## src/rtl/cache_pkg.sv

```systemverilog
// Shared types and default widths for the direct-mapped cache controller.
package cache_pkg;

   localparam int NUM_SETS_DEF   = 4;
   localparam int SET_SIZE_DEF   = 2;
   localparam int ADDR_WIDTH_DEF = 32;
   localparam int DATA_WIDTH_DEF = 32;

   typedef enum logic [2:0] {
      IDLE,
      LOOKUP,
      WRITEBACK_REQ,
      WRITEBACK_WAIT,
      FILL_REQ,
      FILL_WAIT,
      RESPOND
   } cache_state_e;

   typedef enum logic {
      SRC_CPU = 1'b0,
      SRC_MEM = 1'b1
   } data_src_e;

endpackage

```

## src/rtl/cache_controller.sv

```systemverilog
// Request sequencer for a direct-mapped, one-word-per-line cache.
// CACHE_WRITEBACK_EN selects the write-back build; otherwise read-only.
module cache_controller
   import cache_pkg::*;
#(
   parameter int NUM_SETS   = NUM_SETS_DEF,
   parameter int SET_SIZE   = SET_SIZE_DEF,
   parameter int ADDR_WIDTH = ADDR_WIDTH_DEF,
   parameter int DATA_WIDTH = DATA_WIDTH_DEF,
   localparam int TAG_SIZE  = ADDR_WIDTH - SET_SIZE
) (
   input  logic                  clk,
   input  logic                  reset_n,
   input  logic                  req_valid,
   output logic                  req_ready,
   input  logic                  req_we,
   input  logic [ADDR_WIDTH-1:0] req_addr,
   input  logic [DATA_WIDTH-1:0] req_wdata,
   output logic                  rsp_valid,
   output logic                  rsp_err,
   output logic [SET_SIZE-1:0]   set,
   output logic [TAG_SIZE-1:0]   tag,
   output logic                  clear_selected_valid_bit,
   output logic                  finish_new_line_install,
   output logic                  clear_selected_dirty_bit,
   output logic                  set_selected_dirty_bit,
   input  logic                  valid_block_match,
   input  logic                  valid_dirty_bit,
   input  logic [TAG_SIZE-1:0]   selected_tag,
   output logic                  data_wr_en,
   output logic                  data_wr_src,
   output logic                  mem_req_valid,
   input  logic                  mem_req_ready,
   output logic                  mem_req_we,
   output logic [ADDR_WIDTH-1:0] mem_req_addr,
   input  logic                  mem_rsp_valid
);

   cache_state_e          state;
   logic [ADDR_WIDTH-1:0] addr_q;
   logic                  we_q;
   logic                  err_q;
   data_src_e             src;
   logic                  unused_ok;

   // Store data goes straight from the CPU port into the data array.
   assign unused_ok = ^{req_wdata, valid_dirty_bit, selected_tag};

   assign set         = addr_q[SET_SIZE-1:0];
   assign tag         = addr_q[ADDR_WIDTH-1:SET_SIZE];
   assign data_wr_src = src;

   always_ff @(posedge clk or negedge reset_n) begin
      if (!reset_n) begin
         state  <= IDLE;
         addr_q <= '0;
         we_q   <= 1'b0;
         err_q  <= 1'b0;
      end else begin
         unique case (state)
            IDLE: begin
               if (req_valid) begin
                  addr_q <= req_addr;
                  we_q   <= req_we;
                  err_q  <= 1'b0;
                  state  <= LOOKUP;
               end
            end
            LOOKUP: begin
`ifdef CACHE_WRITEBACK_EN
               if (valid_block_match)
                  state <= RESPOND;
               else if (valid_dirty_bit)
                  state <= WRITEBACK_REQ;
               else
                  state <= FILL_REQ;
`else
               if (we_q) begin
                  err_q <= 1'b1;
                  state <= RESPOND;
               end else if (valid_block_match)
                  state <= RESPOND;
               else
                  state <= FILL_REQ;
`endif
            end
            WRITEBACK_REQ:
               if (mem_req_ready) state <= WRITEBACK_WAIT;
            WRITEBACK_WAIT:
               if (mem_rsp_valid) state <= FILL_REQ;
            FILL_REQ:
               if (mem_req_ready) state <= FILL_WAIT;
            // The replayed lookup is guaranteed to hit.
            FILL_WAIT:
               if (mem_rsp_valid) state <= LOOKUP;
            RESPOND: begin
               state  <= IDLE;
               addr_q <= '0;
               we_q   <= 1'b0;
               err_q  <= 1'b0;
            end
            default: state <= IDLE;
         endcase
      end
   end

   always_comb begin
      req_ready                = (state == IDLE);
      rsp_valid                = 1'b0;
      rsp_err                  = 1'b0;
      clear_selected_valid_bit = 1'b0;
      finish_new_line_install  = 1'b0;
      clear_selected_dirty_bit = 1'b0;
      set_selected_dirty_bit   = 1'b0;
      data_wr_en               = 1'b0;
      src                      = SRC_CPU;
      mem_req_valid            = 1'b0;
      mem_req_we               = 1'b0;
      mem_req_addr             = '0;
      unique case (state)
         LOOKUP: begin
`ifdef CACHE_WRITEBACK_EN
            if (valid_block_match && we_q) begin
               data_wr_en             = 1'b1;
               set_selected_dirty_bit = 1'b1;
            end else if (!valid_block_match && !valid_dirty_bit)
               clear_selected_valid_bit = 1'b1;
`else
            if (!we_q && !valid_block_match)
               clear_selected_valid_bit = 1'b1;
`endif
         end
         WRITEBACK_REQ: begin
            mem_req_valid = 1'b1;
            mem_req_we    = 1'b1;
            mem_req_addr  = {selected_tag, set};
         end
         WRITEBACK_WAIT:
            clear_selected_valid_bit = mem_rsp_valid;
         FILL_REQ: begin
            mem_req_valid = 1'b1;
            mem_req_addr  = addr_q;
         end
         FILL_WAIT: begin
            if (mem_rsp_valid) begin
               data_wr_en              = 1'b1;
               src                     = SRC_MEM;
               finish_new_line_install = 1'b1;
`ifdef CACHE_WRITEBACK_EN
               clear_selected_dirty_bit = 1'b1;
`endif
            end
         end
         RESPOND: begin
            rsp_valid = 1'b1;
            rsp_err   = err_q;
         end
         default: ;
      endcase
   end

endmodule

```

## config.mk

```make
export PLATFORM = sky130hd
export DESIGN_NAME = cache_controller
export DESIGN_NICKNAME = d
export VERILOG_FILES = /design/src/rtl/cache_pkg.sv /design/src/rtl/cache_controller.sv
export SDC_FILE = /design/constraint.sdc
export NUM_CORES = 1
export LEC_CHECK = 0
export CAP_MARGIN = 15
export CORE_MARGIN = 2
export CORE_UTILIZATION = 30
export CTS_CLUSTER_DIAMETER = 120
export DETAILED_ROUTE_END_ITERATION = 6
export PLACE_DENSITY = 0.78
export SLEW_MARGIN = 25
export SYNTH_ARGS = -nofsm -noshare
export SYNTH_HDL_FRONTEND = slang
export SYNTH_SLANG_ARGS = --single-unit
```

## constraint.sdc

```tcl
create_clock -name clk -period 3 [get_ports clk]
set_input_delay 0.6 -clock clk [delete_from_list [all_inputs] [get_ports clk]]
set_output_delay 0.6 -clock clk [all_outputs]
set_load 0.02 [all_outputs]
```

==> results of run 1 <==
## cells in the final DEF (no fill, tap or decap), types with 2 or more instances in the layout
cell type / netlist / layout
a21oi_1: 3 / 3
a22oi_1: 61 / 61
a22oi_2: 2 / 2
and2_1: 3 / 3
buf_4: 6 / 14
clkbuf_8: 0 / 6
clkdlybuf4s50_1: 0 / 140
conb_1: 1 / 2
dfrtp_1: 37 / 36
nand2_1: 3 / 3
nand2b_1: 2 / 2
nor2_1: 32 / 32
nor2b_2: 0 / 2
nor3_1: 4 / 4
nor3b_1: 2 / 2
o211ai_1: 2 / 2
o21ai_0: 3 / 3
o2bb2ai_1: 33 / 33
## power by group
part	switching, W	leakage, nW	total [W]	internal, W
Combinational	0.00130	0.892	0.00247	0.00117
Clock	0.000170	0.0585	0.000441	0.000271
Sequential	0.000269	0.466	0.000994	0.000725
## through the flow
stage / hold slack [ps] / utilization [%]
final: 420 / 52.6
after CTS: 438 / 52.6
after detailed placement: 516 / 51.0
after global placement: 513 / 51.0
after floorplan: 304 / -
after global routing: 473 / 52.6
## final timing paths
check,startpoint,to,slack (ps),cells past startpoint
max,state[1],mem_req_addr[27],150,5
min,reset_n,addr_q[2],420,1
max reg2reg,state[1],addr_q[1],930,4
min reg2reg,addr_q[1],addr_q[1],530,1
max in group asynchronous,reset_n,state[1],1990,1
min in group clk,addr_q[1],addr_q[1],530,1
## logic make-up (layout without fill, tap and decap cells)
kind of cell	after synthesis	after routing	share of synthesized area (%)
other	1	2	0.168
multiplexers	1	1	0.449
flip-flops	37	37	41.6
buffers and inverters	32	164	8.88
AND/OR/NAND/NOR	50	50	10.6
AO/OA/AOI/OAI	108	108	38.4
## registers in the layout, summed over array words and instances (netlist names)
register and cells:
state 3, err_q 1, we_q 1, addr_q 32
## routing by layer
metal	global-route usage, %	vias to the layer above	part of all wire (%)
li1	-	1144	-
met1	22.9	1142	42
met2	30.8	115	49
met3	4.69	7	7.9
met4	4.36	0	0.88
met5	0	-	0
## worst max-delay path, cell delays in order, from the launching register on
cell	delay [ps]
dfrtp_2	500
nor2b_2	330
buf_4	280
a22oi_1	110
nor2_1	110
clkdlybuf4s50_1	620
## layout make-up
class                      count  area (µm²)
inverter                       1        3.75
fill                         672        3420
multi-input combinational    161        1110
tap                           99         124
clock buffer                   7        86.3
sequential                    37         927
clock inverter                 1        30.0
timing repair buffer         155        1510
==> run summary, run 1 <==
first-pass GRT wire length: 11.9 mm
outcome: completed
root buffer cell: clkbuf_8
max-slew violation count: 0
Slew HR: 39.6%
largest net degree at the start of global routing: 38
placed cell area: 3680 µm²
worst slack at placement: 301 ps
I/O pin count: 177
Final GP Congestion: 0.790
total global-route track usage: 18.1%
FP Rows: 31
Leakage Power: 1.42 nW
Pwr Density: 1030 nW/µm²
Critical Path AT: 2250 ps
post-route design area: 3790 µm²
post-synth top area share: 41.6%
Die W: 90.2 µm
post-detailed-route count of antenna-violating nets: 0
f_max: 351 MHz
count leader, synth: a22oi_1
CP startpoint kind: flip-flop
Fin Clk Skew: 6.56 ps
Yosys warning total: 0
vias in the first global route: 2307
via count: 2408
Synth area leaders: dfrtp_1, a22oi_1, o2bb2ai_1
via/cell ratio: 5.22
Period minus WS final: 2850 ps
drt drc: 0
Buffers on Ports: 141
H-tree depth reported by CTS: 2
PnR worst setup slack: 152 ps
RSZ-0062 raised after global routing: false
vertical die dimension: 90.2 µm
Non-Filler Instances: 461
Fin Setup TNS: 0 ps
GRT Residual Overflow: 0
Die Footprint: 8130 µm²
Post-Syn Area: 2230 µm²
max-cap violations: 0
Slew @ Worst Pin: 906 ps
peak supply drop: 0.000462 V
share of layout cells above drive strength 1: 8.01%
CTS tree: done
Core ar.: 7210 µm²
Area growth, synth to finish: 70.4%
Crit. End Element: output pin
Initial Util: 30.9%
sequential element share of the synthesized area: 41.6%
n_diodes: 0
Initial DRC Count: 114
Design Power: 0.00391 W
total wire length: 7.49 mm
Synth Register Bits: 37
Inst Count DP: 453
crit path max fanout: 15
# setup viols final: 0
Max Buffers Root-to-Sink: 2
EDFF count, synth: 0
endpoints failing hold: 0
Syn Inst Count: 229
Final period util: 94.9%
synth cell count leaders: a22oi_1, dfrtp_1, o2bb2ai_1, nor2_1, buf_2
Crit Path Category: flip-flop to output pin
total CTS buffers: 5
Async SR Flop Fraction: 100%
Syn Area/Cell: 9.73 µm²
Crit path required time: 2400 ps
First-pass DRT Iterations: 5
Final Net Count: 463
Setup Buffers After CTS: 0
TritonCTS Sinks: 37
clk slew on worst S/H paths: 70 ps
antenna violations before repair: 0
WL per Instance: 16.2 µm
Main synth FF type: dfrtp_1
later-pin clock latency in the skew report: 290 ps
DPL Wire Length: 5.73 mm
Hold Crit Class: primary input to asynchronous set/reset pin
Yosys top cell by area: dfrtp_1
Distinct cells, synth: 27
CTS Hold Bufs: 0
post-CTS resize count: 0
No activity file was read; power rests on OpenSTA's default activity.
==> run 2: changes to the inputs <==
--- a/config.mk
+++ b/config.mk
@@ -11,6 +11,7 @@
 export CTS_CLUSTER_DIAMETER = 120
 export DETAILED_ROUTE_END_ITERATION = 6
 export PLACE_DENSITY = 0.78
+export SKIP_LAST_GASP = 1
 export SLEW_MARGIN = 25
 export SYNTH_ARGS = -nofsm -noshare
 export SYNTH_HDL_FRONTEND = slang
==> results of run 2 <==
Final layout, timing and power as in run 1 (identical DEF).
